==> src/rtl/fixed_power.sv <==
// Iterative unsigned fixed-point power unit: out = base^n, one truncating
// multiply per cycle, saturating to all-ones once any partial product overflows.
module fixed_power #(
    parameter int INT_W  = 10,
    parameter int FRAC_W = 10,
    parameter int EXP_W  = 3
) (
    input  logic                    clk,
    input  logic                    rst_n,
    input  logic                    in_valid,
    input  logic [INT_W+FRAC_W-1:0] in_data_1,
    input  logic [EXP_W-1:0]        in_data_2,
    output logic                    in_ready,
    output logic                    out_valid,
    output logic [INT_W+FRAC_W-1:0] out_data,
    output logic                    out_overflow
);

    localparam int W = INT_W + FRAC_W;
    localparam logic [W-1:0] ONE = {{(W-1){1'b0}}, 1'b1} << FRAC_W;
    localparam logic [W-1:0] SAT = {W{1'b1}};

    typedef enum logic [1:0] {
        S_IDLE,
        S_MUL,
        S_OUT
    } state_t;

    state_t           state_q, state_d;
    logic [W-1:0]     base_q, base_d;
    logic [W-1:0]     acc_q, acc_d;
    logic [EXP_W-1:0] cnt_q, cnt_d;
    logic             ovf_q, ovf_d;
    logic [W-1:0]     out_data_q, out_data_d;
    logic             out_valid_q, out_valid_d;
    logic             out_ovf_q, out_ovf_d;

    // Full-width product realigned to Q format; any set bit above the
    // integer field means the partial result no longer fits.
    logic [2*W-1:0] prod_shifted;
    logic           prod_ovf;

    assign prod_shifted = ({{W{1'b0}}, acc_q} * {{W{1'b0}}, base_q}) >> FRAC_W;
    assign prod_ovf     = |prod_shifted[2*W-1:W];

    always_ff @(posedge clk) begin
        if (!rst_n) begin
            state_q     <= S_IDLE;
            base_q      <= '0;
            acc_q       <= '0;
            cnt_q       <= '0;
            ovf_q       <= 1'b0;
            out_data_q  <= '0;
            out_valid_q <= 1'b0;
            out_ovf_q   <= 1'b0;
        end else begin
            state_q     <= state_d;
            base_q      <= base_d;
            acc_q       <= acc_d;
            cnt_q       <= cnt_d;
            ovf_q       <= ovf_d;
            out_data_q  <= out_data_d;
            out_valid_q <= out_valid_d;
            out_ovf_q   <= out_ovf_d;
        end
    end

    always_comb begin
        state_d     = state_q;
        base_d      = base_q;
        acc_d       = acc_q;
        cnt_d       = cnt_q;
        ovf_d       = ovf_q;
        out_data_d  = out_data_q;
        out_ovf_d   = out_ovf_q;
        out_valid_d = 1'b0;

        case (state_q)
            S_IDLE: begin
                if (in_valid) begin
                    base_d  = in_data_1;
                    cnt_d   = in_data_2;
                    acc_d   = ONE;
                    ovf_d   = 1'b0;
                    state_d = S_MUL;
                end
            end
            S_MUL: begin
                if (cnt_q == '0) begin
                    out_data_d  = acc_q;
                    out_ovf_d   = ovf_q;
                    out_valid_d = 1'b1;
                    state_d     = S_OUT;
                end else begin
                    // Once saturated, stay saturated for the rest of the request.
                    if (ovf_q || prod_ovf) begin
                        acc_d = SAT;
                        ovf_d = 1'b1;
                    end else begin
                        acc_d = prod_shifted[W-1:0];
                    end
                    cnt_d = cnt_q - 1'b1;
                end
            end
            S_OUT: begin
                state_d = S_IDLE;
            end
            default: begin
                state_d = S_IDLE;
            end
        endcase
    end

    assign in_ready     = (state_q == S_IDLE);
    assign out_valid    = out_valid_q;
    assign out_data     = out_data_q;
    assign out_overflow = out_ovf_q;

endmodule

==> config.mk <==
export PLATFORM = sky130hd
export DESIGN_NAME = fixed_power
export DESIGN_NICKNAME = d
export VERILOG_FILES = /design/src/rtl/fixed_power.sv
export SDC_FILE = /design/constraint.sdc
export NUM_CORES = 1
export LEC_CHECK = 0
export BUFFER_PORTS_ARGS = -buffer_cell sky130_fd_sc_hd__buf_2
export CAP_MARGIN = 20
export CORE_AREA = 2 2 119 237
export CTS_CLUSTER_SIZE = 12
export DETAILED_ROUTE_END_ITERATION = 8
export DIE_AREA = 0 0 121 239
export GPL_TIMING_DRIVEN = 1
export PLACE_DENSITY = 0.92
export RECOVER_POWER = 50
export SLEW_MARGIN = 20
export SYNTH_ARGS = -nofsm -noshare
export SYNTH_HDL_FRONTEND = slang
export SYNTH_SLANG_ARGS = --single-unit
==> constraint.sdc <==
create_clock -name clk -period 6.15 [get_ports clk]
set_clock_uncertainty 0.15 [all_clocks]
set_input_delay 0.615 -clock clk [delete_from_list [all_inputs] [get_ports clk]]
set_output_delay 0.615 -clock clk [all_outputs]
set_load 0.02 [all_outputs]
==> results_dict.tcl, run 1 <==
set metrics [dict create \
    dp_slack_ns -1.10 \
    grt-worst-endpoint "acc_q[14]$_SDFFE_PN0P_/D" \
    syn_nets 2372 \
    synthXorXnorAreaFrac 0.0168 \
    synth_seq_cells 68 \
    seq_area_frac_synth 0.0845 \
    start_util 0.592 \
    row_count 86 \
    syn_area_um2 16100 \
    place_congestion 0.962 \
    ctsHoldBuffers 0 \
    ios 49 \
    dieHeight_um 239 \
    htreeDepth 3 \
    grtUsageTotal 0.595 \
    synth-simple-area-share 0.193 \
    synth.avg_cell_area_um2 8.59 \
    muxShareOfSynthArea 0.000621 \
    async_reset_ff_frac 0 \
    dp_hpwl_um 40200 \
    grt_max_degree 63 \
    cts_root_buf "clkbuf_16" \
    synth.distinct_cells 51 \
    synth_edf_count 0 \
    die_w_um 121 \
    yosys_warnings 0 \
    numPortBuffers 48 \
    haltStage "5_1_grt" \
    synthAdderAreaFrac 0.513 \
    synthCells 1877 \
    synthFlopType "dfxtp_1" \
    cts_max_path_buffers 2 \
    tool.error "[ERROR GRT-0232] Routing congestion too high. Check the congestion heatmap in the GUI." \
    cts_buffers 9 \
    overflow 53 \
    cts_sinks 68 \
    status "stopped before the end" \
    worst-ep-kind "register input" \
    synth_compound_gate_area_share 0.0803 \
    synth_top_family_by_area "adder cells" \
]
==> synthesized netlist by cell type (all sizes together) (11+ instances only) <==
master	count	area share
a311oi	16	0.0087
fa	319	0.40
nand2	274	0.064
inv	354	0.082
a211oi	11	0.0051
clkbuf	109	0.025
dfxtp	68	0.084
buf	12	0.0040
ha	150	0.12
xor2	15	0.0082
nor2	48	0.011
xnor2	16	0.0087
nand4	18	0.0070
and2	253	0.098
a21oi	105	0.034
o21ai	31	0.0096
==> timing repair <==
item,4_1_cts
cloned,3
pin swaps,68
buffers inserted,20
gates resized for setup,136
setup endpoints to repair,21
==> per-stage QoR <==
stage	std cells	hold WS [ns]	instance area (um^2)
after floorplan	1877	0.294	16400
after CTS	2392	0.309	19000
after global placement	2355	0.292	18000
after detailed placement	2355	0.300	18000
==> metal layers <==
| layer | global-route usage | overflow |
|---|---|---|
| met3 | 0.453 | 0 |
| met2 | 0.736 | 26 |
| met1 | 0.575 | 1 |
| met4 | 0.613 | 26 |
| met5 | 0.291 | 0 |
==> cells by family after synthesis <==
kind of cell | after synthesis
mux | 1
flops | 68
simple gates | 626
xor+xnor | 31
compound gates | 207
fa+ha+maj | 469
buf+inv | 475
==> run 2: changes to the inputs <==
--- a/config.mk
+++ b/config.mk
@@ -7,12 +7,11 @@
 export LEC_CHECK = 0
 export BUFFER_PORTS_ARGS = -buffer_cell sky130_fd_sc_hd__buf_2
 export CAP_MARGIN = 20
-export CORE_AREA = 2 2 119 237
-export CTS_CLUSTER_SIZE = 12
+export CORE_AREA = 2 2 204 206
 export DETAILED_ROUTE_END_ITERATION = 8
-export DIE_AREA = 0 0 121 239
+export DIE_AREA = 0 0 206 208
 export GPL_TIMING_DRIVEN = 1
-export PLACE_DENSITY = 0.92
+export PLACE_DENSITY_LB_ADDON = 0.15
 export RECOVER_POWER = 50
 export SLEW_MARGIN = 20
 export SYNTH_ARGS = -nofsm -noshare
==> constraint.sdc (replaced) <==
create_clock -name clk -period 8 [get_ports clk]
set_clock_uncertainty 0.15 [all_clocks]
set_input_delay 0.8 -clock clk [delete_from_list [all_inputs] [get_ports clk]]
set_output_delay 0.8 -clock clk [all_outputs]
set_load 0.02 [all_outputs]
==> results_dict.tcl, run 2 <==
set metrics [dict create \
    place_area_um2 17000 \
    tightestPinTransition_ns 1.49 \
    fin_area_um2 17300 \
    htreeDepth 3 \
    cp.arrival_ns 7.73 \
    first_global_vias 13200 \
    seq_area_frac_synth 0.0845 \
    synth_seq_cells 68 \
    grt_pass1_wl_um 75300 \
    numPortBuffers 48 \
    yosys_warnings 0 \
    end_kind "flip-flop" \
    ctsHoldBuffers 0 \
    final_cell_mix "inv_1 (353), fa_1 (319), nand2_1 (274), and2_1 (251), ha_1 (150)" \
    cts_tree "built" \
    synth_top_area_frac 0.396 \
    row_count 74 \
    max_freq_mhz 130 \
    syn_area_um2 16100 \
    routed_wl_um 47400 \
    cts_max_path_buffers 2 \
    avgRoutedWirePerCell_um 19.7 \
    multiInputGateArea_um2 13000 \
    async_reset_ff_frac 0 \
    synth_commonest_cells "inv_1 (353), fa_1 (319), nand2_1 (274)" \
    core_um2 40600 \
    cts_buffers 9 \
    final_common_cell "inv_1" \
    irDropWorstVdd_v 0.000106 \
    overflow 0 \
    place_congestion 0.903 \
    timing.final.crit_share 0.960 \
    final_layout_size_suffix_gt1_frac 0.0620 \
    yosysTopAreaCell "fa_1" \
    cap_violations 0 \
    start_util 0.397 \
    ios 49 \
    final_nets 2360 \
    min_path_type "flip-flop to flip-flop" \
    critPathLaunchType "flip-flop" \
    status "finished clean" \
    cts_root_buf "clkbuf_16" \
    antenna_found_initial 1 \
    fillers 4134 \
    drc_errors 0 \
    critPathMaxFanout 21 \
    setup_viol 0 \
    worst_slew_margin_rel 0.00905 \
    synth_edf_count 0 \
    dp_hpwl_um 38100 \
    hold_viol_final 0 \
    syn_nets 2372 \
    insertion_delay_ns 0.35 \
    synth.most_common_cell "inv_1" \
    ant_nets 0 \
    drtPass1Iterations 5 \
    worstSetupPathType "flip-flop to flip-flop" \
    synth.avg_cell_area_um2 8.59 \
    via_per_inst 5.16 \
    syn_to_final_growth_pct 7.17 \
    power_density_nw_per_um2 89.8 \
    p_leak_nw 8.61 \
    cts_sinks 68 \
    cp.required_ns 8.05 \
    synthFlopType "dfxtp_1" \
    dieHeight_um 208 \
    maxSlewViolCount 0 \
    grtUsageTotal 0.230 \
    initialDrtViolationCount 713 \
    synth_area_leaders "fa_1 (40%), ha_1 (12%), and2_1 (9.8%), dfxtp_1 (8.4%), inv_1 (8.2%)" \
    die_w_um 206 \
    antennaDiodeCount 0 \
    postCtsSetupBuffers 0 \
    rsz0062_at_grt "no" \
    synth.distinct_cells 51 \
    register_area_um2 1380 \
    fin_crit_ns 7.68 \
    clk_pin_slew_worst_paths_ns 0.07 \
    tns_ns 0 \
    synthCells 1877 \
    dieArea_um2 42800 \
    grt_max_degree 43 \
    vias 12400 \
]
## run 2: cell counts after synthesis
No cell type changed its count.
## run 2: final timing paths
path / end / slack, ns / cells past startpoint / from
min reg2reg: out_data[13] / 0.31 / 2 / out_data[13]
max reg2reg: acc_q[11] / 0.32 / 25 / acc_q[8]
min: out_data[13] / 0.31 / 2 / out_data[13]
max: acc_q[11] / 0.32 / 25 / acc_q[8]
## run 2: kinds of logic (layout without fill, tap and decap cells)
family | Yosys count | count (layout) | share of synthesized area
simple gates | 626 | 626 | 0.193
fa+ha+maj | 469 | 469 | 0.513
flops | 68 | 68 | 0.0845
mux | 1 | 1 | 0.000621
compound gates | 207 | 207 | 0.0803
xor+xnor | 31 | 31 | 0.0168
buf+inv | 475 | 468 | 0.112
## run 2: power breakdown
| group | internal (mW) | switching [mW] | total (mW) |
|---|---|---|---|
| combinational | 0.236 | 0.436 | 0.672 |
| sequential | 0.362 | 0.0743 | 0.437 |
| clock | 0.253 | 0.190 | 0.444 |
## run 2: routing by layer
metal  track usage  share of wire  up-vias
met5             0              0        -
met4        0.0483          0.020        0
met3        0.0213          0.039       60
met1         0.319           0.45     6360
met2         0.389           0.49      282
li1              -              -     5682
## run 2: final cells by class
cell class,instances,area share
Sequential cell,68,0.0796
Timing Repair Buffer,98,0.0360
Clock inverter,6,0.00413
Inverter,354,0.0769
Tap cell,532,0.0385
Clock buffer,10,0.0138
Multi-Input combinational cell,1334,0.751
## run 2: worst max-delay path, stage by stage, from the launching register on
cell,delay [ns]
dfxtp_1,0.73
and2_1,0.24
fa_1,0.43
fa_1,0.52
inv_1,0.05
fa_1,0.47
inv_1,0.05
fa_1,0.50
inv_1,0.05
fa_1,0.53
inv_1,0.05
fa_1,0.50
inv_1,0.08
fa_1,0.48
inv_1,0.04
ha_1,0.38
a21oi_1,0.22
o21ai_0,0.11
a31oi_1,0.27
a211oi_1,0.15
nor3_2,0.31
mux2i_1,0.26
nand4_1,0.18
nor4_4,0.30
buf_4,0.32
a41oi_1,0.16
## run 2: timing repair
action	4_1_cts	5_1_grt
gates resized for setup	0	13
endpoints found under the hold margin	0	0
setup endpoints to repair	0	21
## run 2: metrics by stage
| stage | util | hold WS, ns | cells | worst slack [ns] | power (mW) |
|---|---|---|---|---|---|
| after floorplan | - | 0.294 | 1877 | 1.21 | 0.850 |
| after global placement | 0.418 | 0.293 | 2385 | 0.255 | 1.10 |
| after detailed placement | 0.419 | 0.296 | 2386 | 0.211 | 1.11 |
| after CTS | 0.426 | 0.306 | 2402 | 0.163 | 1.56 |
| after global routing | 0.426 | 0.327 | 2402 | 0.0120 | 1.65 |
| final | 0.426 | 0.308 | 2402 | 0.323 | 1.55 |
No activity file was read; power rests on OpenSTA's default activity.
==> run 3: changes to the inputs <==
--- a/config.mk
+++ b/config.mk
@@ -5,11 +5,12 @@
 export SDC_FILE = /design/constraint.sdc
 export NUM_CORES = 1
 export LEC_CHECK = 0
+export ABC_AREA = 0
 export BUFFER_PORTS_ARGS = -buffer_cell sky130_fd_sc_hd__buf_2
 export CAP_MARGIN = 20
-export CORE_AREA = 2 2 204 206
+export CORE_AREA = 2 2 176 178
 export DETAILED_ROUTE_END_ITERATION = 8
-export DIE_AREA = 0 0 206 208
+export DIE_AREA = 0 0 178 180
 export GPL_TIMING_DRIVEN = 1
 export PLACE_DENSITY_LB_ADDON = 0.15
 export RECOVER_POWER = 50
==> results_dict.tcl, run 3 (synthesis results as in run 2) <==
set metrics [dict create \
    tns_ns 0 \
    antennaDiodeCount 0 \
    overflow 0 \
    seqPwrFrac 0.295 \
    critical-path-max-stage-delay_ns 0.71 \
    rr_endpoint "acc_q[9]" \
    worst_r2r_path_depth 24 \
    finalPower_mw 1.49 \
    path_buf_inv 6 \
    htreeDepth 3 \
    ant_nets 0 \
    min_to "out_data[0]" \
    cts_sinks 68 \
    irDropWorstVdd_v 0.000112 \
    antenna_found_initial 0 \
    start_util 0.534 \
    worstSetupPathType "flip-flop to flip-flop" \
    place_congestion 0.936 \
    cp_top_family "adder cells" \
    multiInputGateArea_um2 13000 \
    clk_pin_slew_worst_paths_ns 0.06 \
    cp.required_ns 8.04 \
    finalNonFillerCells 2264 \
    ctsHoldBuffers 0 \
    ios 49 \
    routed_wl_um 43700 \
    grt_pass1_wl_um 70800 \
    p_comb_frac 0.434 \
    dieHeight_um 180 \
    min_from "out_data[0]" \
    power_density_nw_per_um2 87.4 \
    final_nets 2358 \
    vias 12500 \
    cp.arrival_ns 7.72 \
    status "finished clean" \
    switching_share 0.442 \
    avgRoutedWirePerCell_um 19.3 \
    rsz0062_at_grt "no" \
    timing.final.crit_share 0.961 \
    numPortBuffers 48 \
    drtPass1Iterations 5 \
    final_common_cell "inv_1" \
    tightestPinTransition_ns 0.934 \
    via_per_inst 5.53 \
    grtUsageTotal 0.287 \
    final_layout_size_suffix_gt1_frac 0.0621 \
    cap_violations 0 \
    cts_root_buf "clkbuf_16" \
    min_path_type "flip-flop to flip-flop" \
    core_um2 30200 \
    syn_to_final_growth_pct 5.73 \
    r2r-start "acc_q[5]" \
    grt_max_degree 63 \
    initialDrtViolationCount 714 \
    crit_path_top_delay_cell "dfxtp_1" \
    fillers 2831 \
    row_count 64 \
    dieArea_um2 32000 \
    cts_buffers 9 \
    regToRegSetupSlack_ns 0.31 \
    end_kind "flip-flop" \
    cts_max_path_buffers 2 \
    worstPathCellList "nand2_1 -> fa_1 -> inv_1 -> fa_1 -> inv_1 -> fa_1 -> inv_1 -> fa_1 -> fa_1 -> fa_1 -> inv_1 -> fa_1 -> inv_1 -> ha_1 -> a21oi_1 -> o21ai_0 -> a211oi_1 -> nor2_1 -> nor3_2 -> mux2i_1 -> nand4_1 -> nor4_4 -> buf_4 -> a311oi_1" \
    min_path_cells 2 \
    hold_viol_final 0 \
    register_area_um2 1380 \
    switching_power_mw 0.659 \
    p_int_mw 0.832 \
    drc_errors 0 \
    p_leak_nw 8.60 \
    final_cell_mix "inv_1 (353), fa_1 (319), nand2_1 (274), and2_1 (253), ha_1 (150)" \
    critPathLaunchType "flip-flop" \
    postCtsSetupBuffers 0 \
    maxSlewViolCount 0 \
    critPathMaxFanout 21 \
    clkPwrFrac 0.271 \
    die_w_um 178 \
    insertion_delay_ns 0.35 \
    dpl.cell_count 2248 \
    worst_slew_margin_rel 0.375 \
    cts_tree "built" \
    dp_hpwl_um 35300 \
    setup_viol 0 \
    path_common_cell "fa_1" \
    max_freq_mhz 130 \
    first_global_vias 13000 \
    fin_crit_ns 7.69 \
]
-- run 3: power by group through the flow --
stage	registers [mW]	logic, mW	clock network (mW)
floorplan	0.384	0.466	0
global placement	0.442	0.633	0
detailed placement	0.443	0.640	0
CTS	0.436	0.646	0.409
global route	0.445	0.717	0.420
finish	0.440	0.647	0.403
-- run 3: how the worst max path moves through the flow --
| stage | start | slack [ns] | to | depth (start not counted) |
|---|---|---|---|---|
| floorplan | acc_q[9] | 1.21 | acc_q[10] | 27 |
| global placement | base_q[4] | 0.32 | acc_q[7] | 23 |
| detailed placement | acc_q[7] | 0.28 | acc_q[18] | 24 |
| CTS | acc_q[7] | 0.26 | acc_q[9] | 24 |
| global route | acc_q[5] | 0.01 | acc_q[17] | 24 |
| finish | acc_q[5] | 0.31 | acc_q[9] | 24 |
-- run 3: metrics by stage --
stage / hold WS [ns] / util / setup WS (ns) / cell area, um^2
after CTS: 0.307 / 0.565 / 0.264 / 17000
after detailed placement: 0.296 / 0.555 / 0.285 / 16700
final: 0.306 / 0.565 / 0.314 / 17000
after global routing: 0.329 / 0.565 / 0.0118 / 17000
after floorplan: 0.294 / - / 1.21 / 16100
after global placement: 0.293 / 0.555 / 0.320 / 16700
-- run 3: cell type report --
type,count,share of cell area
tap,396,0.0291
clock buffer,12,0.0156
multi-input combinational,1334,0.761
clock inverter,4,0.00184
timing repair buffer,96,0.0335
inverter,354,0.0780
sequential,68,0.0810
-- run 3: worst reg2reg max path, delay by kind of cell, from the launching register on --
family	cells	cell delay, ns
adders and majority gates	8	3.84
buffers and inverters	6	0.58
and+or+nand+nor	5	1.06
DFF	1	0.71
muxes	1	0.27
AOI/OAI and AO/OA	4	0.92
-- run 3: routing by layer --
metal  share of wire  GRT usage  vias to the layer above
li1                -          -                     5680
met1            0.41      0.391                     6336
met2            0.49      0.476                      419
met3           0.063     0.0387                       94
met4           0.034     0.0911                        0
met5               0          0                        -
-- run 3: repair_timing --
action	CTS	global route
gates resized for setup	0	16
setup endpoints to repair	0	21
hold endpoints to repair	0	0
==> run 4: changes to the inputs <==
--- a/config.mk
+++ b/config.mk
@@ -5,12 +5,12 @@
 export SDC_FILE = /design/constraint.sdc
 export NUM_CORES = 1
 export LEC_CHECK = 0
-export ABC_AREA = 0
+export ABC_AREA = 1
 export BUFFER_PORTS_ARGS = -buffer_cell sky130_fd_sc_hd__buf_2
 export CAP_MARGIN = 20
-export CORE_AREA = 2 2 176 178
+export CORE_AREA = 2 2 181 183
 export DETAILED_ROUTE_END_ITERATION = 8
-export DIE_AREA = 0 0 178 180
+export DIE_AREA = 0 0 183 185
 export GPL_TIMING_DRIVEN = 1
 export PLACE_DENSITY_LB_ADDON = 0.15
 export RECOVER_POWER = 50
==> results_dict.tcl, run 4 <==
set metrics [dict create \
    tightestPinTransition_ns 1.29 \
    vias 13800 \
    insertion_delay_ns 0.35 \
    htreeDepth 3 \
    rsz0062_at_grt "no" \
    timing.final.crit_share 0.939 \
    synth-simple-area-share 0.201 \
    final_cell_mix "inv_1 (635), nand2_1 (582), fa_1 (319), ha_1 (150), nor2_1 (105)" \
    dp_hpwl_um 39100 \
    grt_max_degree 47 \
    synth.distinct_cells 41 \
    via_per_inst 5.09 \
    final_nets 2790 \
    dieArea_um2 33900 \
    clk_pin_slew_worst_paths_ns 0.06 \
    syn_area_um2 17000 \
    cts_resized 0 \
    maxSlewViolCount 0 \
    antennaDiodeCount 0 \
    seq_area_frac_synth 0.0802 \
    muxShareOfSynthArea 0 \
    critPathMaxFanout 15 \
    synth_commonest_cells "inv_1 (635), nand2_1 (582), fa_1 (319)" \
    synth.avg_cell_area_um2 7.47 \
    antenna_found_initial 0 \
    place_congestion 0.984 \
    numPortBuffers 48 \
    status "finished clean" \
    tns_ns 0 \
    end_kind "flip-flop" \
    worstSetupPathType "flip-flop to flip-flop" \
    initialDrtViolationCount 859 \
    cts_sinks 68 \
    fin_crit_ns 7.51 \
    row_count 66 \
    synthAdderAreaFrac 0.487 \
    p_leak_nw 11.2 \
    die_w_um 183 \
    power_density_nw_per_um2 145 \
    finalPower_mw 2.64 \
    ctsHoldBuffers 0 \
    cts_root_buf "clkbuf_16" \
    cp.required_ns 8.03 \
    ant_nets 0 \
    fin_hold_ws_ns 0.314 \
    synthXorXnorAreaFrac 0.0129 \
    yosys_warnings 0 \
    syn_nets 2768 \
    cts_max_path_buffers 2 \
    irDropWorstVdd_v 0.000142 \
    first_global_vias 14600 \
    postCtsSetupBuffers 0 \
    cts_tree "built" \
    cp.arrival_ns 7.54 \
    overflow 0 \
    grtUsageTotal 0.297 \
    final_layout_size_suffix_gt1_frac 0.0817 \
    synth_top_area_frac 0.376 \
    ios 49 \
    grt_pass1_wl_um 77300 \
    synthCells 2273 \
    yosysTopAreaCell "fa_1" \
    syn_to_final_growth_pct 6.69 \
    async_reset_ff_frac 0 \
    worst_slew_margin_rel 0.138 \
    drtPass1Iterations 5 \
    routed_wl_um 47000 \
    synth_area_leaders "fa_1 (38%), inv_1 (14%), nand2_1 (13%), ha_1 (11%), dfxtp_1 (8.0%)" \
    avgRoutedWirePerCell_um 17.4 \
    setup_viol 0 \
    critPathLaunchType "flip-flop" \
    max_freq_mhz 133 \
    synth_top_family_by_area "adder cells" \
    synth_seq_cells 68 \
    core_um2 32000 \
    synthFlopType "dfxtp_1" \
    hold_viol_final 0 \
    final_common_cell "inv_1" \
    start_util 0.530 \
    synth_edf_count 0 \
    cap_violations 0 \
    min_path_type "flip-flop to flip-flop" \
    dieHeight_um 185 \
    drc_errors 0 \
    cts_buffers 9 \
    synth.most_common_cell "inv_1" \
    synth_compound_gate_area_share 0.0516 \
]
[run 4: logic make-up after synthesis]
| kind of cell | after synthesis |
|---|---|
| simple gates | 809 |
| buf+inv | 748 |
| fa+ha+maj | 469 |
| compound gates | 154 |
| flops | 68 |
| xor+xnor | 25 |
[run 4: critical path, cell delays in order (launching register included)]
cell and delay, ns:
dfxtp_1 0.91, nand2_1 0.11, inv_1 0.10, fa_1 0.40
inv_1 0.08, fa_1 0.43, fa_1 0.52, inv_1 0.05
fa_1 0.57, fa_1 0.45, fa_1 0.54, inv_1 0.07
fa_1 0.48, inv_1 0.05, ha_1 0.37, a21oi_1 0.26
nand2_1 0.15, nand2_1 0.08, nand3_1 0.13, a21oi_1 0.33
a21boi_2 0.11, o21bai_1 0.16, nand2_2 0.10, nor2_4 0.32
buf_12 0.21, nand3_2 0.06, nand2_1 0.07, a21oi_1 0.07
[run 4: metal layers]
layer,vias up,wire length (um),global-route usage
li1,6555,-,-
met1,6775,20400,0.398
met2,391,22600,0.503
met3,64,2710,0.0423
met4,0,1370,0.0893
met5,-,0,0
[run 4: path summary, 6_finish.rpt]
kind                                   start           end  slack (ns)  depth (start not counted)
worst max-delay path                acc_q[8]     acc_q[15]        0.49                         27
worst min-delay path            out_overflow  out_overflow        0.31                          2
worst max register to register      acc_q[8]     acc_q[15]        0.49                         27
worst min register to register  out_overflow  out_overflow        0.31                          2
[run 4: power by group]
group | total (mW) | leakage [nW] | switching, mW | internal (mW)
registers | 0.512 | 0.555 | 0.136 | 0.376
clock network | 0.457 | 0.163 | 0.172 | 0.284
logic | 1.67 | 10.5 | 1.04 | 0.630
[run 4: through the flow]
stage	utilization	instances	area (um^2)	worst slack, ns
after floorplan	-	2273	17000	1.61
after global placement	0.556	2692	17800	0.608
after detailed placement	0.556	2692	17800	0.515
after CTS	0.567	2708	18200	0.497
after global routing	0.566	2708	18100	0.172
final	0.566	2708	18100	0.492
[run 4: cell type report]
class                      instances  area [um^2]
fill                            3195        13900
multi-input combinational       1457        12800
inverter                         644         2420
sequential                        68         1360
timing repair buffer             115          722
tap                              408          510
clock buffer                      10          239
clock inverter                     6         95.1
